**config.mk**
```make
export PLATFORM = sky130hd
export DESIGN_NAME = intersection_controller
export DESIGN_NICKNAME = d
export VERILOG_FILES = /design/src/rtl/traffic_pkg.sv /design/src/rtl/phase_timer.sv /design/src/rtl/intersection_controller.sv
export SDC_FILE = /design/constraint.sdc
export NUM_CORES = 1
export LEC_CHECK = 0
export BUFFER_PORTS_ARGS = -buffer_cell sky130_fd_sc_hd__buf_4
export CAP_MARGIN = 15
export CORE_MARGIN = 2
export CORE_UTILIZATION = 40
export CTS_BUF_LIST = sky130_fd_sc_hd__clkbuf_8
export DETAILED_ROUTE_END_ITERATION = 10
export PLACE_DENSITY = 0.56
export SLEW_MARGIN = 10
export SYNTH_ARGS = -nofsm -noshare
export SYNTH_HDL_FRONTEND = slang
export SYNTH_SLANG_ARGS = --single-unit
```
**constraint.sdc**
```tcl
create_clock -name clk -period 2.3 [get_ports clk]
set_clock_uncertainty 0.2 [all_clocks]
set_input_delay 0.23 -clock clk [delete_from_list [all_inputs] [get_ports clk]]
set_output_delay 0.23 -clock clk [all_outputs]
set_load 0.02 [all_outputs]
```
**src/rtl/traffic_pkg.sv**
```systemverilog
// Light codes and phase/walk state encodings shared by the controller and the light drivers.
// NS_LEFT exists only when ADVANCED_LEFT_EN is defined.
package traffic_pkg;

  localparam logic [2:0] LIGHT_GREEN     = 3'b001;
  localparam logic [2:0] LIGHT_AMBER     = 3'b010;
  localparam logic [2:0] LIGHT_RED       = 3'b100;
  localparam logic [2:0] LIGHT_LEFT      = 3'b101;
  localparam logic [2:0] LIGHT_WALK      = 3'b110;
  localparam logic [2:0] LIGHT_DONT_WALK = 3'b011;
  localparam logic [2:0] LIGHT_FLASH_DW  = 3'b111;

  typedef enum logic [2:0] {
    ALL_RED_A = 3'd0,
`ifdef ADVANCED_LEFT_EN
    NS_LEFT   = 3'd1,
`endif
    NS_GREEN  = 3'd2,
    NS_AMBER  = 3'd3,
    ALL_RED_B = 3'd4,
    EW_GREEN  = 3'd5,
    EW_AMBER  = 3'd6
  } phase_t;

  typedef enum logic [1:0] {
    WALK_IDLE  = 2'd0,
    WALK_ON    = 2'd1,
    WALK_FLASH = 2'd2
  } walk_t;

endpackage

```
**src/rtl/phase_timer.sv**
```systemverilog
// 8-bit loadable down-counter; done flags a tick arriving while the count is already zero.
module phase_timer #(
  parameter logic [7:0] RESET_VALUE = 8'd0
) (
  input  logic       clk,
  input  logic       reset,
  input  logic       load,
  input  logic       tick,
  input  logic [7:0] load_value,
  output logic       done
);

  logic [7:0] count;

  always_ff @(posedge clk) begin
    if (reset) begin
      count <= RESET_VALUE;
    end else if (load) begin
      count <= load_value;
    end else if (tick && (count != 8'd0)) begin
      count <= count - 8'd1;
    end
  end

  assign done = tick && (count == 8'd0);

endmodule

```
**src/rtl/intersection_controller.sv**
```systemverilog
// Two-way intersection phase sequencer with pedestrian walk sequence on half-second ticks.
// Optional advanced north-south left arrow compiled in with ADVANCED_LEFT_EN.
module intersection_controller
  import traffic_pkg::*;
#(
  parameter int GREEN_TICKS  = 20,
  parameter int AMBER_TICKS  = 6,
  parameter int ALLRED_TICKS = 2,
  parameter int LEFT_TICKS   = 8,
  parameter int WALK_TICKS   = 8,
  parameter int FLASH_TICKS  = 8
) (
  input  logic       clk,
  input  logic       reset,
  input  logic       halfSec,
  input  logic       pedRequest,
  input  logic       leftRequest,
  output logic [2:0] nsLight,
  output logic [2:0] ewLight,
  output logic [2:0] walkLight
);

  phase_t     state, state_next;
  walk_t      walk, walk_next;
  logic       phase_done, walk_done, walk_load;
  logic [7:0] phase_load_value, walk_load_value;
  logic       ped_pending, left_pending, ns_green_entry;

  function automatic logic [7:0] dur_m1(input phase_t p);
    case (p)
`ifdef ADVANCED_LEFT_EN
      NS_LEFT:            dur_m1 = 8'(LEFT_TICKS - 1);
`endif
      NS_GREEN, EW_GREEN: dur_m1 = 8'(GREEN_TICKS - 1);
      NS_AMBER, EW_AMBER: dur_m1 = 8'(AMBER_TICKS - 1);
      default:            dur_m1 = 8'(ALLRED_TICKS - 1);
    endcase
  endfunction

  phase_timer #(.RESET_VALUE(8'(ALLRED_TICKS - 1))) u_phase_timer (
    .clk        (clk),
    .reset      (reset),
    .load       (phase_done),
    .tick       (halfSec),
    .load_value (phase_load_value),
    .done       (phase_done)
  );

  phase_timer #(.RESET_VALUE(8'd0)) u_walk_timer (
    .clk        (clk),
    .reset      (reset),
    .load       (walk_load),
    .tick       (halfSec),
    .load_value (walk_load_value),
    .done       (walk_done)
  );

  always_comb begin
    state_next = state;
    if (phase_done) begin
      case (state)
`ifdef ADVANCED_LEFT_EN
        ALL_RED_A: state_next = left_pending ? NS_LEFT : NS_GREEN;
        NS_LEFT:   state_next = NS_GREEN;
`else
        ALL_RED_A: state_next = NS_GREEN;
`endif
        NS_GREEN:  state_next = NS_AMBER;
        NS_AMBER:  state_next = ALL_RED_B;
        ALL_RED_B: state_next = EW_GREEN;
        EW_GREEN:  state_next = EW_AMBER;
        EW_AMBER:  state_next = ALL_RED_A;
        default:   state_next = ALL_RED_A;
      endcase
    end
  end

  assign phase_load_value = dur_m1(state_next);
  assign ns_green_entry   = phase_done && (state_next == NS_GREEN);

  // Starting a walk on green entry takes priority over the walk timer's own steps.
  always_comb begin
    walk_next       = walk;
    walk_load       = 1'b0;
    walk_load_value = 8'(WALK_TICKS - 1);
    if (ns_green_entry && ped_pending) begin
      walk_next = WALK_ON;
      walk_load = 1'b1;
    end else if (walk_done) begin
      case (walk)
        WALK_ON: begin
          walk_next       = WALK_FLASH;
          walk_load       = 1'b1;
          walk_load_value = 8'(FLASH_TICKS - 1);
        end
        WALK_FLASH: walk_next = WALK_IDLE;
        default:    walk_next = WALK_IDLE;
      endcase
    end
  end

  always_ff @(posedge clk) begin
    if (reset) begin
      state <= ALL_RED_A;
      walk  <= WALK_IDLE;
    end else begin
      state <= state_next;
      walk  <= walk_next;
    end
  end

  // A new request on the clearing clock keeps the latch set.
  always_ff @(posedge clk) begin
    if (reset) begin
      ped_pending <= 1'b0;
    end else if (pedRequest) begin
      ped_pending <= 1'b1;
    end else if (ns_green_entry) begin
      ped_pending <= 1'b0;
    end
  end

`ifdef ADVANCED_LEFT_EN
  always_ff @(posedge clk) begin
    if (reset) begin
      left_pending <= 1'b0;
    end else if (leftRequest) begin
      left_pending <= 1'b1;
    end else if (phase_done && (state_next == NS_LEFT)) begin
      left_pending <= 1'b0;
    end
  end
`else
  logic unused_left;
  assign left_pending = 1'b0;
  assign unused_left  = leftRequest | (LEFT_TICKS != 0) | left_pending;
`endif

  always_comb begin
    nsLight = LIGHT_RED;
    ewLight = LIGHT_RED;
    case (state)
`ifdef ADVANCED_LEFT_EN
      NS_LEFT:  nsLight = LIGHT_LEFT;
`endif
      NS_GREEN: nsLight = LIGHT_GREEN;
      NS_AMBER: nsLight = LIGHT_AMBER;
      EW_GREEN: ewLight = LIGHT_GREEN;
      EW_AMBER: ewLight = LIGHT_AMBER;
      default: begin
        nsLight = LIGHT_RED;
        ewLight = LIGHT_RED;
      end
    endcase
  end

  always_comb begin
    case (walk)
      WALK_ON:    walkLight = LIGHT_WALK;
      WALK_FLASH: walkLight = LIGHT_FLASH_DW;
      default:    walkLight = LIGHT_DONT_WALK;
    endcase
  end

endmodule

```
==> results.yml <==
floorplan:
  fp.dieW_um: 60.2
  dieArea_um2: 3620
  pin_count: 14
  die_h_um: 60.2
  rows: 20
  design.core.area_um2: 3030
  start_util_pct: 41.7
timing:
  slew_headroom_pct: 59.9
  worst_slew_pin_slew_ns: 0.598
  fmax_mhz: 518
  drv_slew: 0
  setup_viol_count_final: 0
  hold_ws_ns: 0.0491
  fin_tns_setup_ns: 0
  period_share_pct: 83.9
  grt_setup_unrepaired: "no"
  min_period_ns: 1.93
  hold_viol: 0
worst_hold_path:
  hold_path_depth: 3
  hold_path_class: "input port to register"
  hold_end: "ped_pending"
  min_from: "pedRequest"
layout:
  layout.nets: 170
  diodes: 0
  layout-drive-gt1-share_pct: 15.3
  ff_latch_area_um2: 440
  postLayoutCellArea_um2: 1420
  n_fill_cell: 311
  multi_input_area_um2: 756
  syn2layout_area_growth_pct: 12.4
placement:
  io_buffers: 11
  hpwl_um: 1800
  dpl_cell_area_um2: 1380
  gp_congestion: 0.816
clock_network:
  clock-root-buffer: "clkbuf_8"
  cts_buffer_depth: 2
  post_cts_buffers: 0
  cts_resized: 0
  clock-sinks: 22
  worstSkewPairLatency_ns: 0.26
  postCtsHoldBufs: 0
  numCtsBuffers: 3
  htreeDepth: 1
  path_clk_slew_ns: 0.08
  cts_tree: "yes"
grt:
  grt.total_usage_pct: 14.9
  grt_pass1_vias: 925
  grt_pass1_wl_um: 4040
  grt_max_degree: 19
  antenna_found_initial: 0
  overflow: 0
drt:
  detail_route.vias_per_cell: 5.06
  wirelength_met1_um: 1130
  drt_first_pass_iters: 4
  drt_wl_total_um: 2460
  drt_iter0_drc: 33
  wl_met2_um: 1240
  dr_wl_met3_um: 60
  top_layer: "met4"
  wire_per_inst_um: 12.2
  drc: 0
  num_vias: 1017
  ant_nets: 0
synth:
  synth-seq-cells: 22
  synthFlopType: "dfxtp_1"
  synth_area_um2: 1260
  synthesis.nets: 158
  syn_area_per_cell_um2: 8.60
  synth_top_area_share_pct: 34.9
  synth_edf_count: 0
  ys_warn_count: 0
  yosysTopAreaCell: "dfxtp_1"
  synth-seq-area-share_pct: 34.9
  ys_types: 44
  syn_inst: 147
  synth.top_cells.by_area: "dfxtp_1 (35%), nor2_1 (6.8%), ha_1 (5.9%)"
  ys_async_sr_fraction_pct: 0
power_and_ir_drop:
  peakVddDrop_uv: 363
  finalPower_w: 0.00149
  p_leak_nw: 0.580
  p_per_area_nw_per_um2: 1050
setup_path:
  critPathLaunchType: "register"
  arrival_ns: 1.89
  cp_max_fo: 9
  reg2reg_from: "u_phase_timer.count[0]"
  required_ns: 2.26
  critPathKind: "register to register"
  cp-end-kind: "register"
  r2r_setup_slack_ns: 0.37
  r2r-end: "state[0]"
  r2r_cells: 6
status:
  status: "finished clean"
run:
  maxCapViolCount: 0
[report_power, final]
| part | total, W | switching, W | internal [W] |
|---|---|---|---|
| combinational | 0.000670 | 0.000357 | 0.000313 |
| clock | 0.000243 | 0.000126 | 0.000117 |
| sequential | 0.000572 | 0.000107 | 0.000465 |
[worst max-delay path by stage]
stage	depth (start not counted)	startpoint	end	slack, ns
global route	6	u_walk_timer.count[0]	u_walk_timer.count[6]	0.17
CTS	6	u_phase_timer.count[0]	state[0]	0.36
finish	6	u_phase_timer.count[0]	state[0]	0.37
floorplan	6	u_walk_timer.count[0]	u_walk_timer.count[4]	0.55
global placement	6	u_walk_timer.count[0]	u_walk_timer.count[4]	0.38
detailed placement	6	u_phase_timer.count[0]	state[0]	0.36
[worst max-delay path, stage by stage, from the launching register on]
cell and delay [ns]:
dfxtp_1 0.35, inv_1 0.09, ha_1 0.15, nor4b_4 0.33, and2_1 0.43, mux2i_1 0.23
nor2_1 0.05
[cell usage in the layout (no fill, tap or decap), types with 2 or more instances in the layout]
master	count
nor2_1	23
dfxtp_1	22
buf_4	12
inv_1	10
a21oi_1	10
nand2_1	9
ha_1	6
mux2i_1	5
nand3_1	4
nand3b_1	4
xnor2_1	4
nor3_1	4
and2_1	3
a31oi_1	3
clkbuf_8	3
nand2b_1	2
and3_1	2
nor3b_2	2
nor4b_2	2
nand4_1	2
a211oi_1	2
xor2_1	2
[cell type report]
type | instances | share of cell area (%)
inverters | 10 | 2.64
well taps | 44 | 3.88
multi-input cells | 110 | 53.2
repair buffers | 12 | 6.34
clock buffers | 3 | 2.91
flip-flops and latches | 22 | 31.0
[stage by stage]
| step | utilization [%] | instances | setup slack, ns |
|---|---|---|---|
| floorplan | - | 147 | 0.547 |
| global placement | 45.5 | 198 | 0.381 |
| detailed placement | 45.5 | 198 | 0.362 |
| CTS | 46.9 | 201 | 0.359 |
| global route | 46.9 | 201 | 0.168 |
| finish | 46.9 | 201 | 0.370 |
[synthesized netlist by cell type, types with 2 or more instances]
library cell / count
clkbuf_1: 3
nor2_1: 23
xnor2_1: 4
a31oi_1: 3
nand2b_1: 2
a21oi_1: 10
nand3_1: 4
nor3_1: 4
and2_1: 3
ha_1: 6
nand2_1: 9
nor4b_2: 2
mux2i_1: 5
inv_1: 10
nand4_1: 2
nor3b_2: 2
xor2_1: 2
a211oi_1: 2
nand3b_1: 4
dfxtp_1: 22
and3_1: 2
[kinds of logic (layout without fill, tap and decap cells)]
kind of cell,after synthesis,in the layout,share of synthesized area [%]
simple gates,66,66,31.8
xor+xnor,6,6,4.16
buf+inv,15,25,5.35
mux,6,6,4.85
flops,22,22,34.9
compound gates,25,25,12.8
fa+ha+maj,6,6,5.94
other cells,1,1,0.297
[flip-flops by register name, summed over array words and instances (netlist names)]
signal	cells
ped_pending	1
u_phase_timer.count	8
u_walk_timer.count	8
state	3
walk	2
[routing by layer]
| metal | GRT usage, % | vias to the layer above |
|---|---|---|
| met5 | 0 | - |
| met4 | 5.71 | 0 |
| met3 | 3.90 | 4 |
| met2 | 25.8 | 7 |
| met1 | 17.3 | 474 |
| li1 | - | 532 |
No activity file was read; power rests on OpenSTA's default activity.
